==> src/rtl/ddc_demux_pkg.sv <==
// Shared encodings for the DDC receive-side de-multiplexer.
// Latency: n/a (types and constants only).
// Backpressure: n/a; the link has none, every qualified word is consumed.
package ddc_demux_pkg;

    // Parallel-mode lane FSM: waiting for an I word, or holding one for its Q.
    typedef enum logic {
        L_IDLE  = 1'b0,
        L_GOT_I = 1'b1
    } lane_state_e;

    // Serial-mode frame FSM: the state number is the channel index expected next.
    typedef enum logic [1:0] {
        S_WAIT0 = 2'd0,
        S_EXP1  = 2'd1,
        S_EXP2  = 2'd2,
        S_EXP3  = 2'd3
    } ser_state_e;

    localparam logic [1:0] CH_A = 2'd0;
    localparam logic [1:0] CH_B = 2'd1;
    localparam logic [1:0] CH_C = 2'd2;
    localparam logic [1:0] CH_D = 2'd3;

    localparam int ERRCNT_W = 16;

endpackage

==> src/rtl/ddc_demux_lane.sv <==
// Parallel-mode lane: pairs an I word with the following Q word, flags order violations.
// Latency: combinational pair/err strobes in the cycle the Q word arrives; the top registers them.
// Backpressure: none; a word is consumed every cycle its flag is high.
module ddc_demux_lane
    import ddc_demux_pkg::*;
#(
    parameter int W = 16
) (
    input  logic         clk,
    input  logic         rst,
    input  logic         en_i,
    input  logic         flush_i,
    input  logic [W-1:0] dat_i,
    input  logic         dat_vld_i,
    input  logic         iq_i,
    output logic [W-1:0] i_o,
    output logic [W-1:0] q_o,
    output logic         vld_o,
    output logic         err_o
);

    lane_state_e  state_q, state_d;
    logic [W-1:0] i_q, i_d;

    // Q completes a pair straight from the input word; I comes from the latch.
    assign i_o = i_q;
    assign q_o = dat_i;

    // Next-state, I latch and strobes; a flush (link mode change) forces idle silently.
    always_comb begin
        state_d = state_q;
        i_d     = i_q;
        vld_o   = 1'b0;
        err_o   = 1'b0;
        if (flush_i) begin
            state_d = L_IDLE;
        end else if (en_i) begin
            case (state_q)
                L_IDLE: begin
                    if (dat_vld_i) begin
                        if (iq_i) begin
                            i_d     = dat_i;
                            state_d = L_GOT_I;
                        end else begin
                            err_o = 1'b1;
                        end
                    end
                end
                L_GOT_I: begin
                    if (dat_vld_i) begin
                        if (!iq_i) begin
                            vld_o   = 1'b1;
                            state_d = L_IDLE;
                        end else begin
                            // A second I replaces the first; the pair will use the newer one.
                            err_o = 1'b1;
                            i_d   = dat_i;
                        end
                    end else begin
                        err_o   = 1'b1;
                        state_d = L_IDLE;
                    end
                end
                default: state_d = L_IDLE;
            endcase
        end
    end

    // State and latched I word.
    always_ff @(posedge clk or negedge rst) begin
        if (!rst) begin
            state_q <= L_IDLE;
            i_q     <= '0;
        end else begin
            state_q <= state_d;
            i_q     <= i_d;
        end
    end

endmodule

==> src/rtl/ddc_datain_demux.sv <==
// DDC output de-multiplexer: rebuilds per-channel I/Q pairs (parallel or serial link), flags framing errors.
// Latency: parallel pair visible 1 cycle after its Q word; serial frame visible 1 cycle after its idx-3 word.
// Backpressure: none; optional saturating error counter when DDC_DEMUX_ERRCNT_EN is defined.
module ddc_datain_demux
    import ddc_demux_pkg::*;
#(
    parameter int ADBITWIDTH = 16
) (
    input  logic                  clk,
    input  logic                  rst,
    input  logic                  para_ser_sel,
    input  logic [ADBITWIDTH-1:0] ca_iq_data,
    input  logic [ADBITWIDTH-1:0] cb_iq_data,
    input  logic [ADBITWIDTH-1:0] cc_iq_data,
    input  logic [ADBITWIDTH-1:0] cd_iq_data,
    input  logic                  data_flaga,
    input  logic                  data_flagb,
    input  logic                  data_flagc,
    input  logic                  data_flagd,
    input  logic                  iq_flaga,
    input  logic                  iq_flagb,
    input  logic                  iq_flagc,
    input  logic                  iq_flagd,
    output logic [ADBITWIDTH-1:0] ch_a_i,
    output logic [ADBITWIDTH-1:0] ch_a_q,
    output logic [ADBITWIDTH-1:0] ch_b_i,
    output logic [ADBITWIDTH-1:0] ch_b_q,
    output logic [ADBITWIDTH-1:0] ch_c_i,
    output logic [ADBITWIDTH-1:0] ch_c_q,
    output logic [ADBITWIDTH-1:0] ch_d_i,
    output logic [ADBITWIDTH-1:0] ch_d_q,
    output logic [3:0]            ch_valid,
    output logic [3:0]            seq_err
`ifdef DDC_DEMUX_ERRCNT_EN
    ,
    output logic [ERRCNT_W-1:0]   err_cnt
`endif
);

    localparam int W = ADBITWIDTH;

    // Link mode tracking; a mode change cycle flushes every FSM and emits nothing.
    logic mode_q;
    logic mode_sw;
    logic lane_en;

    assign mode_sw = para_ser_sel ^ mode_q;
    assign lane_en = para_ser_sel & ~mode_sw;

    // Parallel lanes.
    logic [W-1:0] lane_dat [4];
    logic [W-1:0] lane_i   [4];
    logic [W-1:0] lane_qw  [4];
    logic [3:0]   lane_dflag;
    logic [3:0]   lane_iq;
    logic [3:0]   lane_vld;
    logic [3:0]   lane_err;

    assign lane_dat[0] = ca_iq_data;
    assign lane_dat[1] = cb_iq_data;
    assign lane_dat[2] = cc_iq_data;
    assign lane_dat[3] = cd_iq_data;
    assign lane_dflag  = {data_flagd, data_flagc, data_flagb, data_flaga};
    assign lane_iq     = {iq_flagd, iq_flagc, iq_flagb, iq_flaga};

    for (genvar k = 0; k < 4; k++) begin : g_lane
        ddc_demux_lane #(.W(W)) u_lane (
            .clk       (clk),
            .rst       (rst),
            .en_i      (lane_en),
            .flush_i   (mode_sw),
            .dat_i     (lane_dat[k]),
            .dat_vld_i (lane_dflag[k]),
            .iq_i      (lane_iq[k]),
            .i_o       (lane_i[k]),
            .q_o       (lane_qw[k]),
            .vld_o     (lane_vld[k]),
            .err_o     (lane_err[k])
        );
    end

    // Serial framing: channels 0..2 wait in shadows, channel 3 goes straight to the outputs.
    ser_state_e   ser_state_q, ser_state_d;
    logic [W-1:0] shd_i_q [3];
    logic [W-1:0] shd_i_d [3];
    logic [W-1:0] shd_q_q [3];
    logic [W-1:0] shd_q_d [3];
    logic         ser_word;
    logic         ser_half;
    logic [1:0]   ser_idx;
    logic         ser_vld;
    logic         ser_err;

    assign ser_word = data_flaga & data_flagb;
    assign ser_half = data_flaga ^ data_flagb;
    assign ser_idx  = {iq_flaga, iq_flagb};

    // Output registers.
    logic [W-1:0] ch_i_q [4];
    logic [W-1:0] ch_i_d [4];
    logic [W-1:0] ch_q_q [4];
    logic [W-1:0] ch_q_d [4];
    logic [3:0]   ch_valid_q, ch_valid_d;
    logic [3:0]   seq_err_q, seq_err_d;

    // Serial frame FSM: track the expected index, fill shadows, resync on index 0.
    always_comb begin
        ser_state_d = ser_state_q;
        shd_i_d     = shd_i_q;
        shd_q_d     = shd_q_q;
        ser_vld     = 1'b0;
        ser_err     = 1'b0;
        if (mode_sw) begin
            ser_state_d = S_WAIT0;
        end else if (!para_ser_sel) begin
            if (ser_half) begin
                ser_err     = 1'b1;
                ser_state_d = S_WAIT0;
            end else if (ser_word) begin
                if (ser_state_e'(ser_idx) == ser_state_q) begin
                    case (ser_state_q)
                        S_WAIT0: begin
                            shd_i_d[CH_A] = ca_iq_data;
                            shd_q_d[CH_A] = cb_iq_data;
                            ser_state_d   = S_EXP1;
                        end
                        S_EXP1: begin
                            shd_i_d[CH_B] = ca_iq_data;
                            shd_q_d[CH_B] = cb_iq_data;
                            ser_state_d   = S_EXP2;
                        end
                        S_EXP2: begin
                            shd_i_d[CH_C] = ca_iq_data;
                            shd_q_d[CH_C] = cb_iq_data;
                            ser_state_d   = S_EXP3;
                        end
                        default: begin
                            ser_vld     = 1'b1;
                            ser_state_d = S_WAIT0;
                        end
                    endcase
                end else begin
                    ser_err = 1'b1;
                    // An index-0 word mid-frame starts a new frame rather than being lost.
                    if (ser_idx == CH_A) begin
                        shd_i_d[CH_A] = ca_iq_data;
                        shd_q_d[CH_A] = cb_iq_data;
                        ser_state_d   = S_EXP1;
                    end else begin
                        ser_state_d = S_WAIT0;
                    end
                end
            end else if (ser_state_q != S_WAIT0) begin
                ser_err     = 1'b1;
                ser_state_d = S_WAIT0;
            end
        end
    end

    // Output next-values: lane pairs in parallel mode, whole frames in serial mode.
    always_comb begin
        ch_i_d     = ch_i_q;
        ch_q_d     = ch_q_q;
        ch_valid_d = '0;
        seq_err_d  = '0;
        if (!mode_sw) begin
            if (para_ser_sel) begin
                for (int k = 0; k < 4; k++) begin
                    if (lane_vld[k]) begin
                        ch_i_d[k] = lane_i[k];
                        ch_q_d[k] = lane_qw[k];
                    end
                end
                ch_valid_d = lane_vld;
                seq_err_d  = lane_err;
            end else begin
                if (ser_vld) begin
                    ch_i_d[CH_A] = shd_i_q[CH_A];
                    ch_q_d[CH_A] = shd_q_q[CH_A];
                    ch_i_d[CH_B] = shd_i_q[CH_B];
                    ch_q_d[CH_B] = shd_q_q[CH_B];
                    ch_i_d[CH_C] = shd_i_q[CH_C];
                    ch_q_d[CH_C] = shd_q_q[CH_C];
                    ch_i_d[CH_D] = ca_iq_data;
                    ch_q_d[CH_D] = cb_iq_data;
                    ch_valid_d   = 4'b1111;
                end
                seq_err_d[0] = ser_err;
            end
        end
    end

    // Mode, serial FSM, shadows and output registers.
    always_ff @(posedge clk or negedge rst) begin
        if (!rst) begin
            mode_q      <= 1'b1;
            ser_state_q <= S_WAIT0;
            shd_i_q     <= '{default: '0};
            shd_q_q     <= '{default: '0};
            ch_i_q      <= '{default: '0};
            ch_q_q      <= '{default: '0};
            ch_valid_q  <= '0;
            seq_err_q   <= '0;
        end else begin
            mode_q      <= para_ser_sel;
            ser_state_q <= ser_state_d;
            shd_i_q     <= shd_i_d;
            shd_q_q     <= shd_q_d;
            ch_i_q      <= ch_i_d;
            ch_q_q      <= ch_q_d;
            ch_valid_q  <= ch_valid_d;
            seq_err_q   <= seq_err_d;
        end
    end

    assign ch_a_i   = ch_i_q[CH_A];
    assign ch_a_q   = ch_q_q[CH_A];
    assign ch_b_i   = ch_i_q[CH_B];
    assign ch_b_q   = ch_q_q[CH_B];
    assign ch_c_i   = ch_i_q[CH_C];
    assign ch_c_q   = ch_q_q[CH_C];
    assign ch_d_i   = ch_i_q[CH_D];
    assign ch_d_q   = ch_q_q[CH_D];
    assign ch_valid = ch_valid_q;
    assign seq_err  = seq_err_q;

`ifdef DDC_DEMUX_ERRCNT_EN
    logic [ERRCNT_W-1:0] err_cnt_q;

    // Saturating count of cycles that raise any seq_err bit, moving with the seq_err output.
    always_ff @(posedge clk or negedge rst) begin
        if (!rst) begin
            err_cnt_q <= '0;
        end else if ((|seq_err_d) && (err_cnt_q != '1)) begin
            err_cnt_q <= err_cnt_q + 1'b1;
        end
    end

    assign err_cnt = err_cnt_q;
`endif

endmodule

==> config.mk <==
export PLATFORM = sky130hd
export DESIGN_NAME = ddc_datain_demux
export DESIGN_NICKNAME = d
export VERILOG_FILES = /design/src/rtl/ddc_demux_pkg.sv /design/src/rtl/ddc_demux_lane.sv /design/src/rtl/ddc_datain_demux.sv
export SDC_FILE = /design/constraint.sdc
export NUM_CORES = 1
export LEC_CHECK = 0
export ABC_AREA = 0
export CORE_AREA = 5 5 165 167
export CTS_BUF_LIST = sky130_fd_sc_hd__clkbuf_4
export CTS_CLUSTER_DIAMETER = 80
export DETAILED_ROUTE_END_ITERATION = 7
export DIE_AREA = 0 0 170 172
export PLACE_DENSITY_LB_ADDON = 0.2
export SKIP_CTS_REPAIR_TIMING = 1
export SYNTH_ARGS = -nofsm -noshare
export SYNTH_HDL_FRONTEND = slang
export SYNTH_SLANG_ARGS = --single-unit
==> constraint.sdc <==
create_clock -name clk -period 3.28 [get_ports clk]
set_clock_uncertainty 0.05 [all_clocks]
set_input_delay 0.82 -clock clk [delete_from_list [all_inputs] [get_ports clk]]
set_output_delay 0.82 -clock clk [all_outputs]
set_load 0.005 [all_outputs]
## After elaboration in Yosys (flattened, before gate mapping)

Cells that the tools add are included.
W data, S select, Z words.

| cells by class | value |
|---|---|
| bitwise logic cells | 11 |
| eq/ne operators | 9 |
| multiplexer cells | 98 |
| reductions and logical operators | 20 |

Operators by type and width:

| operator | count |
|---|---|
| $mux W16 | 22 |
| $mux W64 | 4 |
| $mux W1 | 56 |
| $reduce_and A6 Y1 | 3 |
| $mux W4 | 4 |
| $reduce_and A4 Y1 | 4 |
| $mux W2 | 6 |
| $ne A2 B1 Y1 const B | 6 |
| $reduce_and A3 Y1 | 4 |
| $pmux W1 S2 | 4 |
| $reduce_bool A2 Y1 | 4 |
| $not A1 Y1 | 7 |
| $pmux W2 S3 | 1 |
| $logic_not A2 Y1 | 2 |
| $reduce_bool A4 Y1 | 1 |
| $mux W3 | 1 |
| $reduce_or A3 Y1 | 1 |
| $and A1 B1 Y1 | 2 |
| $eq A2 B1 Y1 const B | 1 |
| $eq A2 B2 Y1 | 1 |
| $eq A2 B2 Y1 const B | 1 |
| $reduce_and A2 Y1 | 1 |
| $xor A1 B1 Y1 | 2 |

| word-level totals | value |
|---|---|
| bits of input ports | 75 |
| output and inout port bits | 136 |
| flip-flop bits (word level) | 303 |

## Logic depth before layout (Yosys ltp)

Gate-level depths: netlist of the first run.

| logic depth | value |
|---|---|
| depth after elaboration | 11 |
| gate-level depth with buffers | 8 |
| depth with buffers taken out | 6 |

## Hierarchy

A second synthesis of the first run with hierarchy kept.

| second synthesis, totals | value |
|---|---|
| cell total of the unflattened synthesis | 911 |
| area total of the unflattened synthesis | 13965.9 µm² |

By module, submodules not included:

| module | times used | cells an instance | area an instance (µm²) |
|---|---|---|---|
| ddc_datain_demux | 1 | 675 | 10567.6 |
| ddc_demux_lane | 4 | 59 | 849.6 |

## Worst setup path before layout of the first run

Ideal clock, no wire load.

| timing | value |
|---|---|
| path kind | input -> register |
| start | in para_ser_sel |
| end | reg ch_i_q, in the netlist ch_a_i[0] |
| slack | 0.262 ns |
| cell stages on the path | 8 |
| setup time | 0.125 ns |
| data arrival time | 2.843 ns |
| required time | 3.105 ns |
| cells stage by stage | buf_2 > inv_1 > ha_1 > nor4b_4 > nor4b_4 > a31oi_4 > buf_6 > mux2_4 |

| between the ends | value |
|---|---|
| longest elaborated chain between the ends | 7 |
| elaborated cells between the ends (all ways) | 11 |

Ends and longest elaborated chain:

| item | RTL line | text |
|---|---|---|
| start, declared | ddc_datain_demux.sv:11 | `input logic para_ser_sel,` |
| $xor A1 B1 Y1 | ddc_datain_demux.sv:47 | `assign mode_sw = para_ser_sel ^ mode_q;` |
| $not A1 Y1 (no source line) | -- |  |
| $and A1 B1 Y1 | ddc_datain_demux.sv:48 | `assign lane_en = para_ser_sel & ~mode_sw;` |
| $mux W1 | ddc_demux_lane.sv:37 | `end else if (en_i) begin` |
| $mux W1 | ddc_demux_lane.sv:35 | `if (flush_i) begin` |
| $ne A2 B1 Y1 (no source line) | -- |  |
| $reduce_and A3 Y1 (no source line) | -- |  |
| end signal, assigned | ddc_datain_demux.sv:209 | `ch_i_q <= ch_i_d;` |
| end, declared | ddc_datain_demux.sv:99 | `logic [W-1:0] ch_i_q [4];` |

Several ways; a longest one is shown, not always the timed one.
A chain may end at the register's enable or synchronous reset.

## Worst setup path in the final report of the first run

| timing | value |
|---|---|
| start | in data_flaga |
| end | reg ch_q_q, in the netlist ch_a_q[4] |

| between the ends | value |
|---|---|
| longest elaborated chain between the ends | 7 |
| elaborated cells between the ends (all ways) | 13 |

Ends and longest elaborated chain:

| item | RTL line | text |
|---|---|---|
| start, declared | ddc_datain_demux.sv:16 | `input logic data_flaga,` |
| $and A1 B1 Y1 | ddc_datain_demux.sv:94 | `assign ser_word = data_flaga & data_flagb;` |
| $mux W1 | ddc_datain_demux.sv:119 | `end else if (ser_word) begin` |
| $mux W1 | ddc_datain_demux.sv:116 | `if (ser_half) begin` |
| $mux W1 | ddc_datain_demux.sv:115 | `end else if (!para_ser_sel) begin` |
| $mux W1 | ddc_datain_demux.sv:113 | `if (mode_sw) begin` |
| $reduce_bool A2 Y1 (no source line) | -- |  |
| $reduce_and A3 Y1 (no source line) (*) | -- |  |
| end signal, assigned | ddc_datain_demux.sv:210 | `ch_q_q <= ch_q_d;` |
| end, declared | ddc_datain_demux.sv:101 | `logic [W-1:0] ch_q_q [4];` |

Every way passes the cells marked *; elsewhere a longest branch is shown, timed or not.

==> impl_metrics.ini, run 1 <==
[outcome]
status = finished clean

[timing]
setup_violations = 0
max_freq_mhz = 385
fin_tns_setup_ns = 0
finalCritPeriodShare_pct = 79.2
relSlewSlack_pct = 45.8
drv_slew = 0
tightest_slew_ns = 0.812
fin_crit_ns = 2.60
hold_viol_final = 0
rsz0062_at_grt = false

[setup_path]
crit_required_ns = 3.76
crit_fanout = 12
crit_path_start_kind = primary input
arrival_ns = 3.08
reg2regPathDepth = 6
r2r_end = ch_a_q[4]
crit_path_end_kind = flop
crit-reg2reg-launch = mode_q
reg2reg_slack_ns = 0.70
crit_type = in2reg

[floorplan]
core_area_um2 = 25600
fp.dieH_um = 172
initial_core_util_pct = 52.9
ios = 211
rows = 59
dieArea_um2 = 29200
die_w_um = 170

[cells_and_area]
most-common-layout-cells = 302 x dfrtp_1, 301 x mux2_2, 208 x clkdlybuf4s50_1
fin_nets = 1202
finalInstanceArea_um2 = 17300
area.growth.synth_to_final_pct = 27.4
layout_commonest_cell = dfrtp_1
drive_gt1_share_pct = 49.9

[placement]
placed_area_um2 = 16300
port_buffers = 210
place.gp.congestion = 0.814
dpl.hpwl_um = 21600

[global_route]
grt_max_degree = 132
gr-total-overflow = 0
grt_usage_pct = 22.5
grt_pass1_wl_um = 51200
grt_pass1_vias = 8743
antenna_found_initial = 2

[power_and_ir_drop]
ir_drop_uv = 305
power.density_nw_per_um2 = 495
p_leak_nw = 8.52

[synthesis]
synth_top_area_share_pct = 55.7
synth.area.top_cells = dfrtp_1 56%, mux2_2 25%, mux2_4 13%, buf_6 1.0%, ha_1 0.83%
ys_warn_count = 0
synth_nets = 920
synth_seq_cells = 303
yosysTopAreaCell = dfrtp_1
synth_seq_area_share_pct = 55.9
syn_area_per_cell_um2 = 16.2
syn_inst = 836
synth_cell_types = 29
syn_area_um2 = 13600

[clock_tree]
clkTransAtPathRegs_ns = 0.07
ctsLongestPathBuffers = 3
cts_root_buf = clkbuf_4
cts_tree = built
cts_max_level = 3
clk_latency_ns = 0.67
clock_sinks = 303
numCtsBuffers = 81

[drt]
wl_per_cell_um = 21.4
via_per_inst = 5.34
drt_wl_total_um = 32200
drc = 0
ant_nets = 0
drt_pass1_iterations = 6
dr_total_vias = 8024
dr.first_iter.drc_count = 377

[hold_path]
hp-class = in2async

[job]
drv_cap = 0
## Yosys cell counts, drive strengths merged
cell	number
nand3	7
clkbuf	20
ha	9
dfstp	1
nand2	5
mux2	417
nor4b	2
nor2	10
nand2b	2
xor2	3
inv	10
o21bai	1
o31a	1
xnor2	3
a32o	4
nor3b	1
nand3b	2
dfrtp	302
o41ai	1
a22o	1
a21oi	1
a31oi	4
a211oi	1
nor2b	3
o21ai	3
buf	22
## worst max path at each step
| stage | startpoint | endpoint | slack [ns] | cells after the start |
|---|---|---|---|---|
| detailed placement | data_flaga | ch_a_q[13] | -0.01 | 9 |
| global route | mode_q | ch_c_i[8] | 0.57 | 6 |
| floorplan | para_ser_sel | ch_a_i[0] | 0.26 | 8 |
| finish | data_flaga | ch_a_q[4] | 0.68 | 9 |
| global placement | data_flaga | ch_a_q[13] | 0.06 | 9 |
| CTS | mode_q | ch_a_q[4] | 0.65 | 6 |
## layout make-up
| class | instances | area (um2) |
|---|---|---|
| Fill cell | 1856 | 8350 |
| Sequential cell | 303 | 7580 |
| Multi-Input combinational cell | 481 | 5690 |
| Timing Repair Buffer | 241 | 2530 |
| Clock buffer | 119 | 893 |
| Tap cell | 335 | 419 |
| Clock inverter | 14 | 114 |
| Inverter | 10 | 37.5 |
| Antenna cell | 1 | 2.50 |
## layer usage
layer  track usage [%]  routed length (um)  vias to the layer above
met2              37.5               16000                      207
met4              6.53                 436                        2
met3              5.14                1670                       33
li1                  -                   -                     3635
met1              30.0               14100                     4147
met5                 0                  13                        -
## metrics by stage
stage                     hold slack, ns  instances  utilization [%]  setup slack (ns)  power (mW)
after floorplan                    0.424        836                -             0.262        4.81
after global placement             0.431       1370             63.5            0.0641        5.29
after detailed placement           0.438       1370             63.5           -0.0113        5.32
after CTS                       -0.00780       1503             67.4             0.653        8.68
after global routing              0.0353       1504             67.4             0.574        8.98
final                             0.0306       1504             67.4             0.683        8.55
## where the power goes
part	total, mW	switching [mW]	internal [mW]
logic	1.04	0.392	0.645
clock network	3.31	1.51	1.80
registers	4.21	0.159	4.05
## registers in the layout (all words and copies together), names as in the netlist
name	count
shd_q_q	48
mode_q	1
g_lane.u_lane.state_q	4
ch_c_i	16
seq_err	4
shd_i_q	48
ch_b_q	16
ch_d_i	16
ch_a_i	16
ch_c_q	16
ser_state_q	2
ch_a_q	16
ch_d_q	16
g_lane.u_lane.i_o	64
ch_valid	4
ch_b_i	16
## cell families (layout without fill, tap and decap cells)
logic type	after synthesis	in the layout	synth area share, %
AOI/OAI and AO/OA	17	17	1.38
and+or+nand+nor	32	32	1.46
muxes	417	417	37.8
adders and majority gates	9	9	0.831
buffers and inverters	52	384	2.17
xor gates and xnor gates	6	6	0.388
DFF	303	303	55.9
other	0	1	0
## critical path, stage by stage
cell and delay [ns]:
clkdlybuf4s50_1 0.48, inv_1 0.05, ha_1 0.34, nor4b_4 0.30, nor4b_4 0.27, buf_4 0.19, a31oi_4 0.08, buf_12 0.25
mux2_4 0.30
(Power assumes the default switching activity.)
==> inputs of run 2 (changes only) <==
- CORE_AREA: 5 5 165 167 -> 5 5 170 172
- DIE_AREA: 0 0 170 172 -> 0 0 175 177
- clock period: 3.28 -> 2.25 ns (I/O delays scaled with it)
==> run 2 against run 1 <==
The flow now finishes with violations (negative setup slack). Final cell count increased by 5.6%. Sequential cell count unchanged. Worst hold slack improved by 0.28 ns. Die area increased by 5.9%. Critical path type is now reg2reg. Largest cell class unchanged. Largest power group unchanged. Highest routed layer is now met4.
==> impl_metrics.ini, run 2 (same netlist as run 1, synthesis figures left out) <==
[power_and_ir_drop]
p_leak_nw = 9.70
ir_drop_uv = 371
power_mw = 12.8
power.density_nw_per_um2 = 705

[cells_and_area]
drive_gt1_share_pct = 53.0
layout_commonest_cell = dfrtp_1
fin_nets = 1268
nFillCells = 2015
most-common-layout-cells = 302 x dfrtp_1, 299 x mux2_2, 167 x clkdlybuf4s50_1
area.growth.synth_to_final_pct = 33.6
finalInstanceArea_um2 = 18100
utilization_pct = 66.3
largest_register_ffs = 64

[clock_tree]
cts_tree = built
numCtsBuffers = 82
cts_root_buf = clkbuf_4
clkTransAtPathRegs_ns = 0.06
clk_latency_ns = 0.67
clock_sinks = 303
cts_max_level = 3
ctsLongestPathBuffers = 3

[drt]
dr.first_iter.drc_count = 286
wl_per_cell_um = 21.9
via_per_inst = 5.24
dr_total_vias = 8324
ant_nets = 0
drt_pass1_iterations = 4
drc = 0
drt_wl_total_um = 34800

[global_route]
grt_pass1_wl_um = 53800
grt_usage_pct = 22.5
grt_pass1_vias = 9229
grt_max_degree = 86
antenna_found_initial = 2
gr-total-overflow = 0

[setup_path]
crit_path_start_kind = flop
crit_path_end_kind = flop
crit_required_ns = 2.74
crit_fanout = 7
arrival_ns = 2.90
crit_type = reg2reg

[outcome]
status = complete, but fails checks
violations = negative setup slack

[placement]
place.gp.congestion = 0.868
dp_slack_ns = -0.780
dpl.hpwl_um = 24000
port_buffers = 210
placed_area_um2 = 16700

[floorplan]
initial_core_util_pct = 49.6
core_area_um2 = 27300
fp.dieH_um = 177
ios = 211
die_w_um = 175
dieArea_um2 = 31000
rows = 61

[timing]
tightest_slew_ns = 0.543
finalCritPeriodShare_pct = 107
rsz0062_at_grt = true
fin_crit_ns = 2.41
relSlewSlack_pct = 63.8
drv_slew = 0
fin_tns_setup_ns = -8.78
setup_ws_ns = -0.160
max_freq_mhz = 415
setup_violations = 126
hold_viol_final = 0

[hold_path]
hp-class = in2reg

[job]
drv_cap = 0
run 2: layout make-up:
class                      count  area (um2)  share of cell area, %
inverter                      10        45.0                  0.249
antenna                        2        5.00                 0.0276
tap                          346         433                   2.39
clock buffer                 119         893                   4.93
multi-input combinational    481        5720                   31.6
sequential                   303        7580                   41.9
clock inverter                21         165                  0.912
timing repair buffer         306        3270                   18.0
run 2: worst max-delay path, stage by stage, from the launching register on:
cell and delay (ns):
dfstp_2 0.54, inv_2 0.04, ha_4 0.32, nor4b_4 0.07, nor4b_4 0.13, buf_4 0.15, a31oi_4 0.42, clkbuf_16 0.27
mux2_4 0.29
run 2: path summary, 6_finish.rpt:
check	from	end	slack, ns	depth (start not counted)
setup / recovery	mode_q	ch_a_i[11]	-0.16	8
hold / removal	para_ser_sel	g_lane[3].u_lane.state_q	0.31	4
setup reg to reg	mode_q	ch_a_i[11]	-0.16	8
hold reg to reg	g_lane[2].u_lane.i_o[15]	g_lane[2].u_lane.i_o[15]	0.45	1
max in group asynchronous	rst	g_lane[3].u_lane.i_o[0]	1.09	3
min in group asynchronous	rst	ch_c_i[9]	0.34	2
run 2: metal layers:
layer  track usage [%]  part of all wire (%)
met1              28.0                    41
met2              37.6                    50
met3              6.39                   6.0
met4              8.58                   2.6
met5                 0                     0
run 2: stage by stage:
step	hold WS [ns]	std cells
6_report	0.315	1588
5_1_grt	0.285	1588
4_1_cts	-0.275	1567
3_5_place_dp	0.437	1427
3_3_place_gp	0.431	1427
2_1_floorplan	0.217	836
run 2: power by group:
| group | internal (mW) | switching [mW] | total (mW) |
|---|---|---|---|
| clock network | 2.76 | 2.25 | 5.01 |
| registers | 5.90 | 0.231 | 6.13 |
| logic | 1.01 | 0.622 | 1.63 |
